[config.mk]
export PLATFORM = sky130hd
export DESIGN_NAME = pipe_ctrl
export DESIGN_NICKNAME = d
export VERILOG_FILES = /design/src/rtl/pipe_ctrl.sv
export SDC_FILE = /design/constraint.sdc
export NUM_CORES = 1
export LEC_CHECK = 0
export ABC_AREA = 0
export CORE_AREA = 2 2 76 132
export DETAILED_ROUTE_END_ITERATION = 6
export DIE_AREA = 0 0 78 134
export PLACE_DENSITY_LB_ADDON = 0.1
export SYNTH_ARGS = -nofsm -noshare
export SYNTH_HDL_FRONTEND = slang
export SYNTH_SLANG_ARGS = --single-unit
[constraint.sdc]
create_clock -name clk -period 2.4 [get_ports clk]
set_input_delay 0.48 -clock clk [delete_from_list [all_inputs] [get_ports clk]]
set_output_delay 0.48 -clock clk [all_outputs]
set_load 0.01 [all_outputs]
[src/rtl/pipe_ctrl.sv]
// Hazard, stall and flush controller for the 5-stage core: arbitrates redirects,
// load-use bubbles, multi-cycle EX waits and bus-hold freezes, and counts stall cycles.
module pipe_ctrl #(
    parameter int unsigned MC_TIMEOUT = 64,
    parameter int unsigned CNT_W      = 32
) (
    input  logic             clk,
    input  logic             rst,
    input  logic             jump_en_i,
    input  logic [31:0]      jump_addr_i,
    input  logic             ex_load_i,
    input  logic             ex_reg_wen_i,
    input  logic [4:0]       ex_rd_addr_i,
    input  logic             id_rs1_ren_i,
    input  logic [4:0]       id_rs1_addr_i,
    input  logic             id_rs2_ren_i,
    input  logic [4:0]       id_rs2_addr_i,
    input  logic             mc_start_i,
    input  logic             mc_done_i,
    input  logic             hold_req_i,
    output logic             pc_hold_o,
    output logic             if_id_hold_o,
    output logic             if_id_flush_o,
    output logic             id_ex_hold_o,
    output logic             id_ex_flush_o,
    output logic             jump_en_o,
    output logic [31:0]      jump_addr_o,
    output logic             mc_timeout_o,
    output logic [CNT_W-1:0] stall_cnt_o
);

    localparam int unsigned MC_W = $clog2(MC_TIMEOUT);
    localparam logic [MC_W-1:0] MC_LAST = MC_W'(MC_TIMEOUT - 1);

    localparam logic [0:0] ST_RUN     = 1'b0;
    localparam logic [0:0] ST_MC_WAIT = 1'b1;

    logic [0:0]      state, state_nxt;
    logic [MC_W-1:0] mc_cnt, mc_cnt_nxt;
    logic            pend_vld, pend_vld_nxt;
    logic [31:0]     pend_addr, pend_addr_nxt;
    logic            timeout_fire;
    logic            load_use;

    assign load_use = ex_load_i && ex_reg_wen_i && (ex_rd_addr_i != 5'd0) &&
                      ((id_rs1_ren_i && (id_rs1_addr_i == ex_rd_addr_i)) ||
                       (id_rs2_ren_i && (id_rs2_addr_i == ex_rd_addr_i)));

    always_comb begin
        pc_hold_o     = 1'b0;
        if_id_hold_o  = 1'b0;
        if_id_flush_o = 1'b0;
        id_ex_hold_o  = 1'b0;
        id_ex_flush_o = 1'b0;
        jump_en_o     = 1'b0;
        jump_addr_o   = '0;
        state_nxt     = state;
        mc_cnt_nxt    = mc_cnt;
        pend_vld_nxt  = pend_vld;
        pend_addr_nxt = pend_addr;
        timeout_fire  = 1'b0;

        if (rst) begin
            if_id_flush_o = 1'b1;
            id_ex_flush_o = 1'b1;
        end else if (state == ST_RUN) begin
            if (pend_vld && !hold_req_i) begin
                jump_en_o     = 1'b1;
                jump_addr_o   = pend_addr;
                if_id_flush_o = 1'b1;
                id_ex_flush_o = 1'b1;
                pend_vld_nxt  = 1'b0;
            end else if (jump_en_i && hold_req_i) begin
                // PC cannot take the redirect while frozen; park it until the hold drops
                pc_hold_o     = 1'b1;
                if_id_flush_o = 1'b1;
                id_ex_flush_o = 1'b1;
                pend_vld_nxt  = 1'b1;
                pend_addr_nxt = jump_addr_i;
            end else if (jump_en_i) begin
                jump_en_o     = 1'b1;
                jump_addr_o   = jump_addr_i;
                if_id_flush_o = 1'b1;
                id_ex_flush_o = 1'b1;
            end else if (hold_req_i) begin
                pc_hold_o    = 1'b1;
                if_id_hold_o = 1'b1;
                id_ex_hold_o = 1'b1;
            end else if (mc_start_i) begin
                pc_hold_o    = 1'b1;
                if_id_hold_o = 1'b1;
                id_ex_hold_o = 1'b1;
                state_nxt    = ST_MC_WAIT;
                mc_cnt_nxt   = '0;
            end else if (load_use) begin
                pc_hold_o     = 1'b1;
                if_id_hold_o  = 1'b1;
                id_ex_flush_o = 1'b1;
            end
        end else begin
            // Completion beats a coincident timeout
            if (mc_done_i) begin
                state_nxt = ST_RUN;
            end else if (mc_cnt == MC_LAST) begin
                id_ex_flush_o = 1'b1;
                timeout_fire  = 1'b1;
                state_nxt     = ST_RUN;
            end else begin
                pc_hold_o    = 1'b1;
                if_id_hold_o = 1'b1;
                id_ex_hold_o = 1'b1;
                mc_cnt_nxt   = mc_cnt + 1'b1;
            end
        end
    end

    always_ff @(posedge clk) begin
        if (rst) begin
            state        <= ST_RUN;
            mc_cnt       <= '0;
            pend_vld     <= 1'b0;
            pend_addr    <= '0;
            mc_timeout_o <= 1'b0;
            stall_cnt_o  <= '0;
        end else begin
            state        <= state_nxt;
            mc_cnt       <= mc_cnt_nxt;
            pend_vld     <= pend_vld_nxt;
            pend_addr    <= pend_addr_nxt;
            mc_timeout_o <= timeout_fire;
            if (pc_hold_o && (stall_cnt_o != '1)) begin
                stall_cnt_o <= stall_cnt_o + CNT_W'(1);
            end
        end
    end

endmodule

# ---- Word-level counts from Yosys, hierarchy flattened
# Index checks and enable logic that the tools add are counted.
dict set report word_totals {
  ff_bits 73
  in_bits 57
  out_inout_bits 71
  elab_cells 96
}
dict set report classes {
  n_addsub 2
  n_eq_ne 10
  muxes 59
  bitwise 2
  n_reduce_logical 17
}
# cell count
set op_table {}
lappend op_table {{32-bit two-way mux} 5}
lappend op_table {{6-bit two-way mux} 8}
lappend op_table {{1-bit two-way mux} 46}
lappend op_table {{32-bit by 1-bit adder with 32-bit output, second input constant} 1}
lappend op_table {{32-bit inequality test, second input constant} 1}
lappend op_table {{5-bit == test} 2}
lappend op_table {{1-bit logical AND} 8}
lappend op_table {{2-bit inequality test, second input constant} 4}
lappend op_table {{7-bit AND reduction} 1}
lappend op_table {{6-bit by 1-bit adder with 6-bit output, second input constant} 1}
lappend op_table {{6-bit == test, second input constant} 1}
lappend op_table {{5-bit nonzero test} 1}
lappend op_table {{2-bit by 1-bit inequality test with 1-bit output, second input constant} 2}
lappend op_table {{2-bit nonzero test} 2}
lappend op_table {{3-bit AND reduction} 1}
lappend op_table {{1-bit NOT} 2}
lappend op_table {{2-bit AND reduction} 1}
lappend op_table {{2-bit OR reduction} 1}
lappend op_table {{1-bit logical NOT} 1}
lappend op_table {{1-bit logical OR} 1}

# ---- Longest topological paths before layout
dict set report depth {
  word_depth 13
  mapped_depth 9
  ltp_nobuf 8
}

# ---- Worst setup path after synthesis
# No wires, ideal clock.
dict set report synth_timing {
  kind {input port to flip-flop}
  from {input port ex_rd_addr_i[0]}
  to {register stall_cnt_o[13]}
  setup_time_ps 121
  arrival_ps 2119
  required_time_ps 2279
  setup_slack_ps 160
  cell_stages 8
  n_path_buf 1
  cell_sequence {or3_1 o311a_1 nor2b_1 a21oi_2 buf_2 inv_1 nand3_1 mux2_2}
}
dict set report synth_between {
  elab_chain_len 13
  word_cells_on_any_way 17
  cone_classes {eq/ne (2); mux (8); reduce/logical (7)}
}
# item line_no
set synth_lines {}
lappend synth_lines {{start, declared} 13} ;# input logic [4:0] ex_rd_addr_i,
lappend synth_lines {{5-bit == test (on tied branches)} {46, 47}}
lappend synth_lines {{1-bit logical AND (on tied branches)} {46, 47}}
lappend synth_lines {{1-bit logical OR} 46} ;# ((id_rs1_ren_i && (id_rs1_addr_i == ex_rd_addr_i)) ||
lappend synth_lines {{1-bit logical AND *} 45} ;# assign load_use = ex_load_i && ex_reg_wen_i && (ex_rd_addr_i != 5'd0) &&
lappend synth_lines {{1-bit two-way mux *} 95} ;# end else if (load_use) begin
lappend synth_lines {{1-bit two-way mux *} 89} ;# end else if (mc_start_i) begin
lappend synth_lines {{1-bit two-way mux *} 85} ;# end else if (hold_req_i) begin
lappend synth_lines {{1-bit two-way mux *} 80} ;# end else if (jump_en_i) begin
lappend synth_lines {{1-bit two-way mux *} 73} ;# end else if (jump_en_i && hold_req_i) begin
lappend synth_lines {{1-bit two-way mux *} 67} ;# if (pend_vld && !hold_req_i) begin
lappend synth_lines {{1-bit two-way mux *} 66} ;# end else if (state == ST_RUN) begin
lappend synth_lines {{1-bit two-way mux *} 63} ;# if (rst) begin
lappend synth_lines {{via pc_hold_o} 21} ;# output logic pc_hold_o,
lappend synth_lines {{1-bit logical AND *} 131} ;# if (pc_hold_o && (stall_cnt_o != '1)) begin
lappend synth_lines {{end signal, assigned} 132} ;# stall_cnt_o <= stall_cnt_o + CNT_W'(1);
lappend synth_lines {{end, declared} 29} ;# output logic [CNT_W-1:0] stall_cnt_o
# The timed path passes the listed nets; every way through them passes the cells marked *.
# A chain may end at the register's enable or synchronous reset.

# ---- Worst setup path in the final report
dict set report layout_timing {
  from {input port jump_en_i}
  to {output port jump_addr_o[17]}
}
dict set report layout_between {
  elab_chain_len 5
  word_cells_on_any_way 6
  cone_classes {mux (5); reduce/logical (1)}
}
# item line_no
set layout_lines {}
lappend layout_lines {{start, declared} 9} ;# input logic jump_en_i,
lappend layout_lines {{32-bit two-way mux / 1-bit logical AND (equally long branches)} {80, 73}}
lappend layout_lines {{32-bit two-way mux *} 73}
lappend layout_lines {{32-bit two-way mux *} 67}
lappend layout_lines {{32-bit two-way mux *} 66}
lappend layout_lines {{32-bit two-way mux *} 63}
lappend layout_lines {{end, declared} 27} ;# output logic [31:0] jump_addr_o,
# Mark *: on every way between the ends. The rest lies on a longest branch, timed or not.

==> metrics.cfg <==
[power_and_ir_drop]
clkPwrFrac_pct=41.3
p_seq_share_pct=43.5
pwr_density_cell_nw_per_um2=493
p_comb_share_pct=15.2
p_int_uw=2180
max-vdd-ir-drop_mv=0.394
switchingPower_uw=729
p_leak_uw=0.00229
p_sw_share_pct=25.0

[synthesis]
synthCells=508
synth_top_area_share_pct=38.0
synth_nets=567
ys_types=45
ys_dominant_reg_cell=dfxtp_1
async_flop_share_pct=0
syn_avg_cell_area_um2=7.58
synth_edf_count=0
yosys.area_share.adder_pct=0.650
yosys_warnings=0
ys_top_cells_by_area=dfxtp_1 (38%), nand2_1 (8.0%), a21oi_1 (7.4%)
netlist_area_um2=3850
yosys.area_share.simple_pct=29.4
synth_top_family_by_area=simple AND/OR/NAND/NOR gates
synth_compound_area_share_pct=22.4
synthXorXnorAreaFrac_pct=3.41
yosysSeqAreaShare_pct=38.0
ys_seq_elements=73
muxShareOfSynthArea_pct=0.878
synth_area_leader_cell=dfxtp_1

[timing]
setup_viol=0
fin_crit_sh_pct=96.9
hold_viol=0
drv_slew=0
fin_hold_ws_ns=0.452
worst_pin_slew_ns=0.542
rsz0062_at_grt=false
period_minus_slack_ns=2.33
tns_ns=0
fmax_ghz=0.430
max_slew_margin_pct=63.9
finClkSkew_ns=0.00771

[global_routing]
grt_pass1_wl_um=20600
grt-ovfl-total=0
grt_max_degree=52
grt_pass1_vias=4348
grt_usage_pct=24.6
antenna_found_initial=0

[drt]
routed_wirelength_um=12700
vias=4437
route.detailed.drc=0
vias_per_cell=5.57
post_drt_wl_per_cell_um=16.0
ant_nets=0
drt_first_pass_iters=4
first_iter_violations=239

[clock_tree]
htreeDepth=3
ctsRootBufferMaster=clkbuf_16
clkSinkCount=73
worstSkewPairLatency_ns=0.33
cts_hold_buf=0
clkTransAtPathRegs_ns=0.05
cts_buffers=9
cts_tree=done
cts_max_path_buffers=2

[die]
rows=47
die_w_um=78
io_pins=128
die_h_um=134
coreArea_um2=9410
fp.dieArea_um2=10500
initial_core_util_pct=40.9

[setup_path]
start_kind=input pin
endpoint_kind=output port
worstPathRequired_ns=1.92
r2r_slack_ns=0.17
max_stage_delay_ns=0.25
crit_path_top_delay_cell=nor3b_4
crit_fanout=6
reg2regPathDepth=6
cp.arrival_ns=1.85
crit_chain=clkdlybuf4s15_1 > nor2b_4 > nor3b_4 > buf_12 > buf_4 > a22oi_1 > nor2_1 > clkdlybuf4s15_2
critPathKind=input pin to output port

[finish]
mostFrequentLayoutCells=nand2_1 (82), clkdlybuf4s50_1 (72), dfxtp_1 (69)
layout-drive-gt1-share_pct=21.3
syn2layout_area_growth_pct=53.3
diodes=0
final_common_cell=nand2_1
finish.net_count=730
instances_no_fill=797
nFillCells=906
utilization_pct=62.7

[job]
maxCapViolCount=0

[worst_hold_path]
hold_depth=2
hold_class=flop to flop

[place]
gp_congestion=0.824
hpwl_um=9090
dpl.cell_count=775
io_buffers=127

[run_status]
status=completed

-- per-stage QoR --
step           area (um^2)  setup slack (ns)  power (uW)
5_1_grt               5900           0.00201        3040
3_5_place_dp          5610            -0.732        1730
2_1_floorplan         3850             0.160        1480
4_1_cts               5870          -0.00185        2930
3_3_place_gp          5610            -0.710        1720
6_report              5900            0.0737        2910
-- power by group through the flow --
stage | Clock, uW | Sequential (uW) | Combinational (uW)
2_1_floorplan | 0 | 1290 | 193
3_3_place_gp | 0 | 1290 | 430
3_5_place_dp | 0 | 1290 | 437
4_1_cts | 1220 | 1270 | 444
5_1_grt | 1280 | 1270 | 483
6_report | 1200 | 1270 | 442
-- kinds of logic (layout without fill, tap and decap cells) --
family / count (synthesis) / in the layout
compound gates: 137 / 137
xor+xnor: 15 / 15
fa+ha+maj: 2 / 2
buf+inv: 49 / 216
flops: 73 / 73
mux: 3 / 3
simple gates: 229 / 229
-- worst max-delay path: cells and delay by family --
kind | cells | cell delay [ns]
AO/OA/AOI/OAI | 1 | 0.07
buffers and inverters | 4 | 0.72
AND/OR/NAND/NOR | 3 | 0.57
-- synthesized netlist by cell type, drive strengths merged (4+ instances only) --
cell type  instances
a21oi             58
a22oi             32
and2               4
and3               5
buf               11
clkbuf            29
dfxtp             73
inv                8
nand2             83
nand3             15
nand4             19
nor2              52
nor2b              5
nor4               7
o21a               4
o21ai             17
o311ai             4
o31ai              7
o41ai              5
or3               15
or4               13
xnor2             12
-- worst paths after layout --
check / startpoint / to
max: jump_en_i / jump_addr_o[17]
min reg2reg: pend_addr[6] / pend_addr[6]
max reg2reg: stall_cnt_o[10] / stall_cnt_o[29]
min: pend_addr[6] / pend_addr[6]
-- area by class of cell --
| type | instances | area, um^2 | area share, % |
|---|---|---|---|
| clock buffer | 11 | 243 | 4.11 |
| clock inverter | 4 | 20.0 | 0.339 |
| inverter | 9 | 33.8 | 0.573 |
| multi-input combinational | 386 | 2290 | 38.9 |
| sequential | 73 | 1470 | 24.9 |
| tap | 122 | 153 | 2.59 |
| timing repair buffer | 192 | 1690 | 28.7 |
-- sequential cells by signal, summed over array words and instances, names as in the netlist --
| signal | cells |
|---|---|
| mc_timeout_o | 1 |
| stall_cnt_o | 32 |
| mc_cnt | 6 |
| pend_vld | 1 |
| state | 1 |
| pend_addr | 32 |
-- what timing repair did --
item | 4_1_cts | 5_1_grt
gates cloned | 1 | 0
hold endpoints to repair | 0 | 0
pin swaps | 14 | 16
setup endpoints to repair | 66 | 40
resized for setup | 157 | 27
setup buffers | 7 | 1
-- routing by layer --
metal	global-route usage (%)	part of all wire (%)
met1	24.8	36
met2	46.2	55
met3	6.06	4.8
met4	11.6	4.3
met5	0	0
No activity file was read; power rests on OpenSTA's default activity.
